## src/rtl/pipe_ctrl_pkg.sv

```systemverilog
`default_nettype none
// ============================================================================
// Module   : pipe_ctrl_pkg
// Brief    : Shared types and constants for the pipeline sequencing controller
// Revision : 1.0
// ============================================================================
package pipe_ctrl_pkg;

    typedef enum logic [1:0] {
        RUN      = 2'd0,
        MEM_WAIT = 2'd1,
        ERROR    = 2'd2
    } state_t;

    localparam logic [31:0] NOP_INSTR = 32'h00000013;
    localparam logic [4:0]  REG_X0    = 5'd0;

endpackage
`default_nettype wire

```

## src/rtl/pipeline_hazard_ctrl_sat_counter.sv

```systemverilog
`default_nettype none
// ============================================================================
// Module   : sat_counter
// Brief    : Up-counter that sticks at all-ones instead of wrapping
// Revision : 1.0
// ============================================================================
module sat_counter #(
    parameter int W = 16
) (
    input  logic         clk,
    input  logic         rst,
    input  logic         inc_i,
    output logic [W-1:0] count_o
);

    logic [W-1:0] count_q;

    always_ff @(posedge clk) begin
        if (rst) begin
            count_q <= '0;
        end else if (inc_i && (count_q != '1)) begin
            count_q <= count_q + W'(1);
        end
    end

    assign count_o = count_q;

endmodule
`default_nettype wire

```

## src/rtl/pipeline_hazard_ctrl.sv

```systemverilog
`default_nettype none
// ============================================================================
// Module   : pipeline_hazard_ctrl
// Brief    : Stage enables/flushes for load-use, mispredict and dmem-wait hazards
// Revision : 1.0
// ============================================================================
module pipeline_hazard_ctrl
    import pipe_ctrl_pkg::*;
#(
    parameter int CNT_W       = 16,
    parameter int MEM_TIMEOUT = 64
) (
    input  logic             clk,
    input  logic             rst,
    input  logic [4:0]       id_rs1,
    input  logic [4:0]       id_rs2,
    input  logic             id_use_rs1,
    input  logic             id_use_rs2,
    input  logic [4:0]       ex_rd,
    input  logic             ex_mem_read,
    input  logic             ex_mispredict,
    input  logic             mem_req,
    input  logic             dmem_ready,
    output logic             pc_en,
    output logic             if_id_en,
    output logic             if_id_flush,
    output logic             id_ex_en,
    output logic             id_ex_flush,
    output logic             ex_mem_en,
    output logic             mem_wb_flush,
    output logic             mem_timeout_err,
    output logic [CNT_W-1:0] stall_cycles,
    output logic [CNT_W-1:0] flush_events
);

    localparam int              WC_W    = (MEM_TIMEOUT > 2) ? $clog2(MEM_TIMEOUT) : 1;
    localparam logic [WC_W-1:0] WC_LAST = WC_W'(MEM_TIMEOUT - 1);

    state_t          state_q, state_d;
    logic [WC_W-1:0] wait_cnt_q, wait_cnt_d;
    logic            memstall, loaduse, freeze, evaluate, halt;

    always_ff @(posedge clk) begin
        if (rst) begin
            state_q    <= RUN;
            wait_cnt_q <= '0;
        end else begin
            state_q    <= state_d;
            wait_cnt_q <= wait_cnt_d;
        end
    end

    always_comb begin
        memstall = mem_req & ~dmem_ready;
        loaduse  = ex_mem_read && (ex_rd != REG_X0) &&
                   ((id_use_rs1 && (id_rs1 == ex_rd)) || (id_use_rs2 && (id_rs2 == ex_rd)));
        state_d    = state_q;
        wait_cnt_d = wait_cnt_q;
        freeze     = 1'b0;
        evaluate   = 1'b0;
        halt       = 1'b0;

        if (rst) begin
            halt = 1'b1;
        end else begin
            case (state_q)
                RUN: begin
                    if (memstall) begin
                        freeze     = 1'b1;
                        state_d    = MEM_WAIT;
                        wait_cnt_d = WC_W'(1);
                    end else begin
                        evaluate = 1'b1;
                    end
                end
                MEM_WAIT: begin
                    // A held mispredict in EX is only acted upon once memory releases the pipe.
                    if (dmem_ready) begin
                        evaluate = 1'b1;
                        state_d  = RUN;
                    end else begin
                        freeze = 1'b1;
                        if (wait_cnt_q == WC_LAST) begin
                            state_d = ERROR;
                        end else begin
                            wait_cnt_d = wait_cnt_q + WC_W'(1);
                        end
                    end
                end
                default: halt = 1'b1;
            endcase
        end

        pc_en        = 1'b1;
        if_id_en     = 1'b1;
        if_id_flush  = 1'b0;
        id_ex_en     = 1'b1;
        id_ex_flush  = 1'b0;
        ex_mem_en    = 1'b1;
        mem_wb_flush = 1'b0;

        if (halt) begin
            pc_en     = 1'b0;
            if_id_en  = 1'b0;
            id_ex_en  = 1'b0;
            ex_mem_en = 1'b0;
        end else if (freeze) begin
            pc_en        = 1'b0;
            if_id_en     = 1'b0;
            id_ex_en     = 1'b0;
            ex_mem_en    = 1'b0;
            mem_wb_flush = 1'b1;
        end else if (evaluate && ex_mispredict) begin
            if_id_flush = 1'b1;
            id_ex_flush = 1'b1;
        end else if (evaluate && loaduse) begin
            pc_en       = 1'b0;
            if_id_en    = 1'b0;
            id_ex_flush = 1'b1;
        end
    end

    assign mem_timeout_err = (state_q == ERROR);

    sat_counter #(.W(CNT_W)) u_stall_cnt (
        .clk     (clk),
        .rst     (rst),
        .inc_i   (~rst & ~pc_en),
        .count_o (stall_cycles)
    );

    sat_counter #(.W(CNT_W)) u_flush_cnt (
        .clk     (clk),
        .rst     (rst),
        .inc_i   (~rst & if_id_flush),
        .count_o (flush_events)
    );

endmodule
`default_nettype wire

```

## config.mk

```make
export PLATFORM = sky130hd
export DESIGN_NAME = pipeline_hazard_ctrl
export DESIGN_NICKNAME = d
export VERILOG_FILES = /design/src/rtl/pipe_ctrl_pkg.sv /design/src/rtl/pipeline_hazard_ctrl_sat_counter.sv /design/src/rtl/pipeline_hazard_ctrl.sv
export SDC_FILE = /design/constraint.sdc
export NUM_CORES = 1
export LEC_CHECK = 0
export ABC_AREA = 1
export BUFFER_PORTS_ARGS = -buffer_cell sky130_fd_sc_hd__buf_4
export CAP_MARGIN = 20
export CORE_UTILIZATION = 54
export DETAILED_ROUTE_END_ITERATION = 6
export GPL_ROUTABILITY_DRIVEN = 0
export MAX_ROUTING_LAYER = met4
export PLACE_DENSITY = 0.9
export SLEW_MARGIN = 20
export SYNTH_ARGS = -nofsm -noshare
export SYNTH_HDL_FRONTEND = slang
export SYNTH_SLANG_ARGS = --single-unit
```

## constraint.sdc

```tcl
create_clock -name clk -period 1.9 [get_ports clk]
set_input_delay 0.19 -clock clk [delete_from_list [all_inputs] [get_ports clk]]
set_output_delay 0.19 -clock clk [all_outputs]
set_load 0.02 [all_outputs]
```

==> reports/qor.log <==
INFO  global_routing antenna_found_initial=0
INFO  synthesis      ys_flop_type=dfxtp_1
INFO  synthesis      post_synth_main_area_contributors=dfxtp_1 31%, nand2_1 14%, nand3_1 7.1%
INFO  layout         final_net_count=473
INFO  pwr            worst_vdd_drop=0.4103mV
INFO  floorplan      coreArea=4444µm²
INFO  global_routing first_global_vias=2551
INFO  timing         hold_slack=0.1991ns
INFO  synthesis      synth_async_sr_flop_share=0
INFO  detailed_routing detail_route.wirelength=6282µm
INFO  pwr            p_leak=1.349nW
INFO  detailed_routing routed-via-count=2630
INFO  timing         timing.final.crit_share=0.9404
INFO  critical_path  crit_fanout=6
INFO  layout         final_layout_size_suffix_gt1_frac=0.2612
INFO  synthesis      yosysSeqAreaShare=0.3147
INFO  floorplan      dieArea=4991µm²
INFO  layout         final.fill_count=359
INFO  detailed_routing top_layer=met4
INFO  clocking       clock_tree.htree_level_count=2
INFO  clocking       hold_buffers=0
INFO  job            maxCapViolCount=0
INFO  critical_path  worst-setup-path-type=reg2out
INFO  timing         grt_setup_unrepaired=true
INFO  synthesis      synth_cell_types=34
INFO  global_routing globalRouteTotalUtil=0.2736
INFO  synthesis      yosys.area.top_type=dfxtp_1
INFO  detailed_routing final_ant_viol_nets=0
INFO  detailed_routing drt_iter0_markers=209
INFO  timing         timing_max_transition_violations_final=0
INFO  clocking       clock_path_buffers=2
INFO  layout         fin_cells=500
INFO  timing         setup-violations-final=0
INFO  floorplan      die-height=70.65µm
INFO  floorplan      die_width=70.65µm
INFO  critical_path  worst_ep_arrival_time=1.60ns
INFO  timing         timing.max_slew.rel_slack=0.6805
INFO  synthesis      synth.most_common_cell=nand2_1
INFO  detailed_routing met2RoutedLength=3142µm
INFO  synthesis      postSynthCellCount=381
INFO  clocking       inserted_clock_buffers=5
INFO  critical_path  critical_path.endpoint_type=output port
INFO  detailed_routing met3_wirelength=282µm
INFO  critical_path  ff2ff_path_depth=11
INFO  floorplan      ioPinCount=63
INFO  detailed_routing drc=3
INFO  detailed_routing post_drt_wl_per_cell=12.56µm
INFO  clocking       clock-sinks=40
INFO  timing         fin_tns_setup=0ns
INFO  synthesis      synth_seq_cells=40
INFO  pwr            power_density=542.6nW/µm²
INFO  synthesis      number_of_enable_flip_flop_cells_after_synthesis=0
INFO  clocking       cts-root-buf=clkbuf_8
INFO  synthesis      synth_nets=407
INFO  critical_path  worstSetupStartpointType=flip-flop
INFO  clocking       tritoncts_clock_tree=built
INFO  synthesis      cell_area_after_technology_mapping=2545µm²
INFO  timing         setup_ws=0.1131ns
INFO  detailed_routing route.detailed.vias_per_inst=5.260
INFO  critical_path  worst_ep_required_time=1.71ns
INFO  placement      postPlaceCellArea=3018µm²
INFO  timing         timing_worst_slew_pin_value=0.4749ns
INFO  placement      dp_hpwl=4659µm
INFO  outcome        run_status=complete, but fails checks
INFO  clocking       clock_latency=0.30ns
INFO  timing         finalWorstPathRequiredPeriod=1.787ns
INFO  outcome        failed_checks=DRC
INFO  synthesis      yosysWarningCount=0
INFO  placement      dp_worst_setup_slack=-0.04350ns
INFO  clocking       clock_pin_slew_on_the_worst_setup_and_hold_paths=0.08ns
INFO  layout         n_antenna_cell=0
INFO  placement      post-place-cells=491
INFO  global_routing grt_pass1_wl=10790µm
INFO  synthesis      synth.top_cell.area_share=0.3147
INFO  global_routing grt_start_max_net_pins=25
INFO  hold_path      timing.hold.worst.class=in2reg
INFO  timing         clock-skew-final=0.01248ns
INFO  layout         areaGrowthSynthToFinish=24.09%
INFO  hold_path      min_path_cells=4
INFO  detailed_routing dr.pass1.iters=6
INFO  placement      port-buffer-count=62
INFO  timing         max_fclk=0.5596GHz
INFO  layout         layout.cell_area.non_filler=3158µm²
INFO  timing         finalHoldViolCount=0
INFO  floorplan      floorplan.rows=24
INFO  synthesis      synth_commonest_cells=92 x nand2_1, 43 x inv_1, 41 x nor2_1
INFO  synthesis      synth.avg_cell_area=6.680µm²
INFO  detailed_routing wl_met1=2753µm
INFO  floorplan      start_util=0.5726
INFO  global_routing global_route.overflow_total=0
logic make-up (layout without fill, tap and decap cells):
family	count (synthesis)	after routing	synth area share
AOI/OAI and AO/OA	47	47	0.1145
xor gates and xnor gates	18	18	0.06195
adders and majority gates	3	3	0.01475
buffers and inverters	63	130	0.1185
DFF	40	40	0.3147
and+or+nand+nor	210	210	0.3756
what timing repair did:
item / CTS / global route
buffers inserted: 1 / 0
resized for setup: 2 / 7
endpoints found under the setup margin: 18 / 27
pin swaps: 1 / 0
sequential cells by signal (all words and copies together), names as in the netlist:
name	cells
u_flush_cnt.count_o	16
state_q	2
wait_cnt_q	6
u_stall_cnt.count_o	16
path summary, 6_finish.rpt:
| check | end | slack (ns) | from |
|---|---|---|---|
| max | pc_en | 0.11 | state_q[0] |
| min | state_q[1] | 0.20 | dmem_ready |
| max reg2reg | u_stall_cnt.count_o[11] | 0.15 | state_q[0] |
| min reg2reg | u_flush_cnt.count_o[0] | 0.47 | u_flush_cnt.count_o[0] |
power by group:
group / switching [mW] / total [mW] / internal (mW)
Combinational: 0.158 / 0.260 / 0.102
Clock: 0.298 / 0.595 / 0.297
Sequential: 0.00947 / 0.858 / 0.849
critical path, cell delays in order, from the launching register on:
cell and delay, ns:
dfxtp_2 0.35, nor2_1 0.10, nor2_1 0.05, nand2_2 0.09
nand2_2 0.12, nor2_4 0.14, nand3_2 0.13, nand2_8 0.10
inv_1 0.06, buf_4 0.15
stage by stage:
stage	power, mW	utilization
floorplan	1.037	-
global placement	1.114	0.6791
detailed placement	1.124	0.6791
CTS	1.708	0.7041
global route	1.776	0.7106
finish	1.713	0.7106
final cells by class:
class | count | area (µm²) | area share
multi-input combinational | 278 | 1483 | 0.4695
sequential | 40 | 803.3 | 0.2544
timing repair buffer | 69 | 518.0 | 0.1640
inverter | 53 | 198.9 | 0.06300
clock buffer | 8 | 90.09 | 0.02853
tap | 52 | 65.06 | 0.02060
layer usage:
layer | track usage | vias to the layer above
met5 | - | -
met3 | 0.04986 | 12
li1 | - | 1345
met1 | 0.3250 | 1195
met4 | 0.09778 | 0
met2 | 0.4660 | 78
cells in the final DEF (no fill, tap or decap), types with 2 or more instances in the layout:
master	count
clkbuf_1	2
nand3_1	36
a21oi_1	21
nor2_1	40
dfxtp_2	2
o21ai_0	5
nor4_1	2
a211oi_1	2
o21bai_1	2
xor2_1	12
nand2_1	92
nand4_1	5
inv_1	43
a21oi_2	9
buf_4	69
inv_2	10
dfxtp_1	38
o21ai_1	4
nor2_2	2
ha_1	3
clkbuf_8	6
nor3_2	2
nor2_4	4
xnor2_1	6
nand2_2	8
o21a_1	2
nor3_1	13
nand2_8	2
No activity file was read; power rests on OpenSTA's default activity.
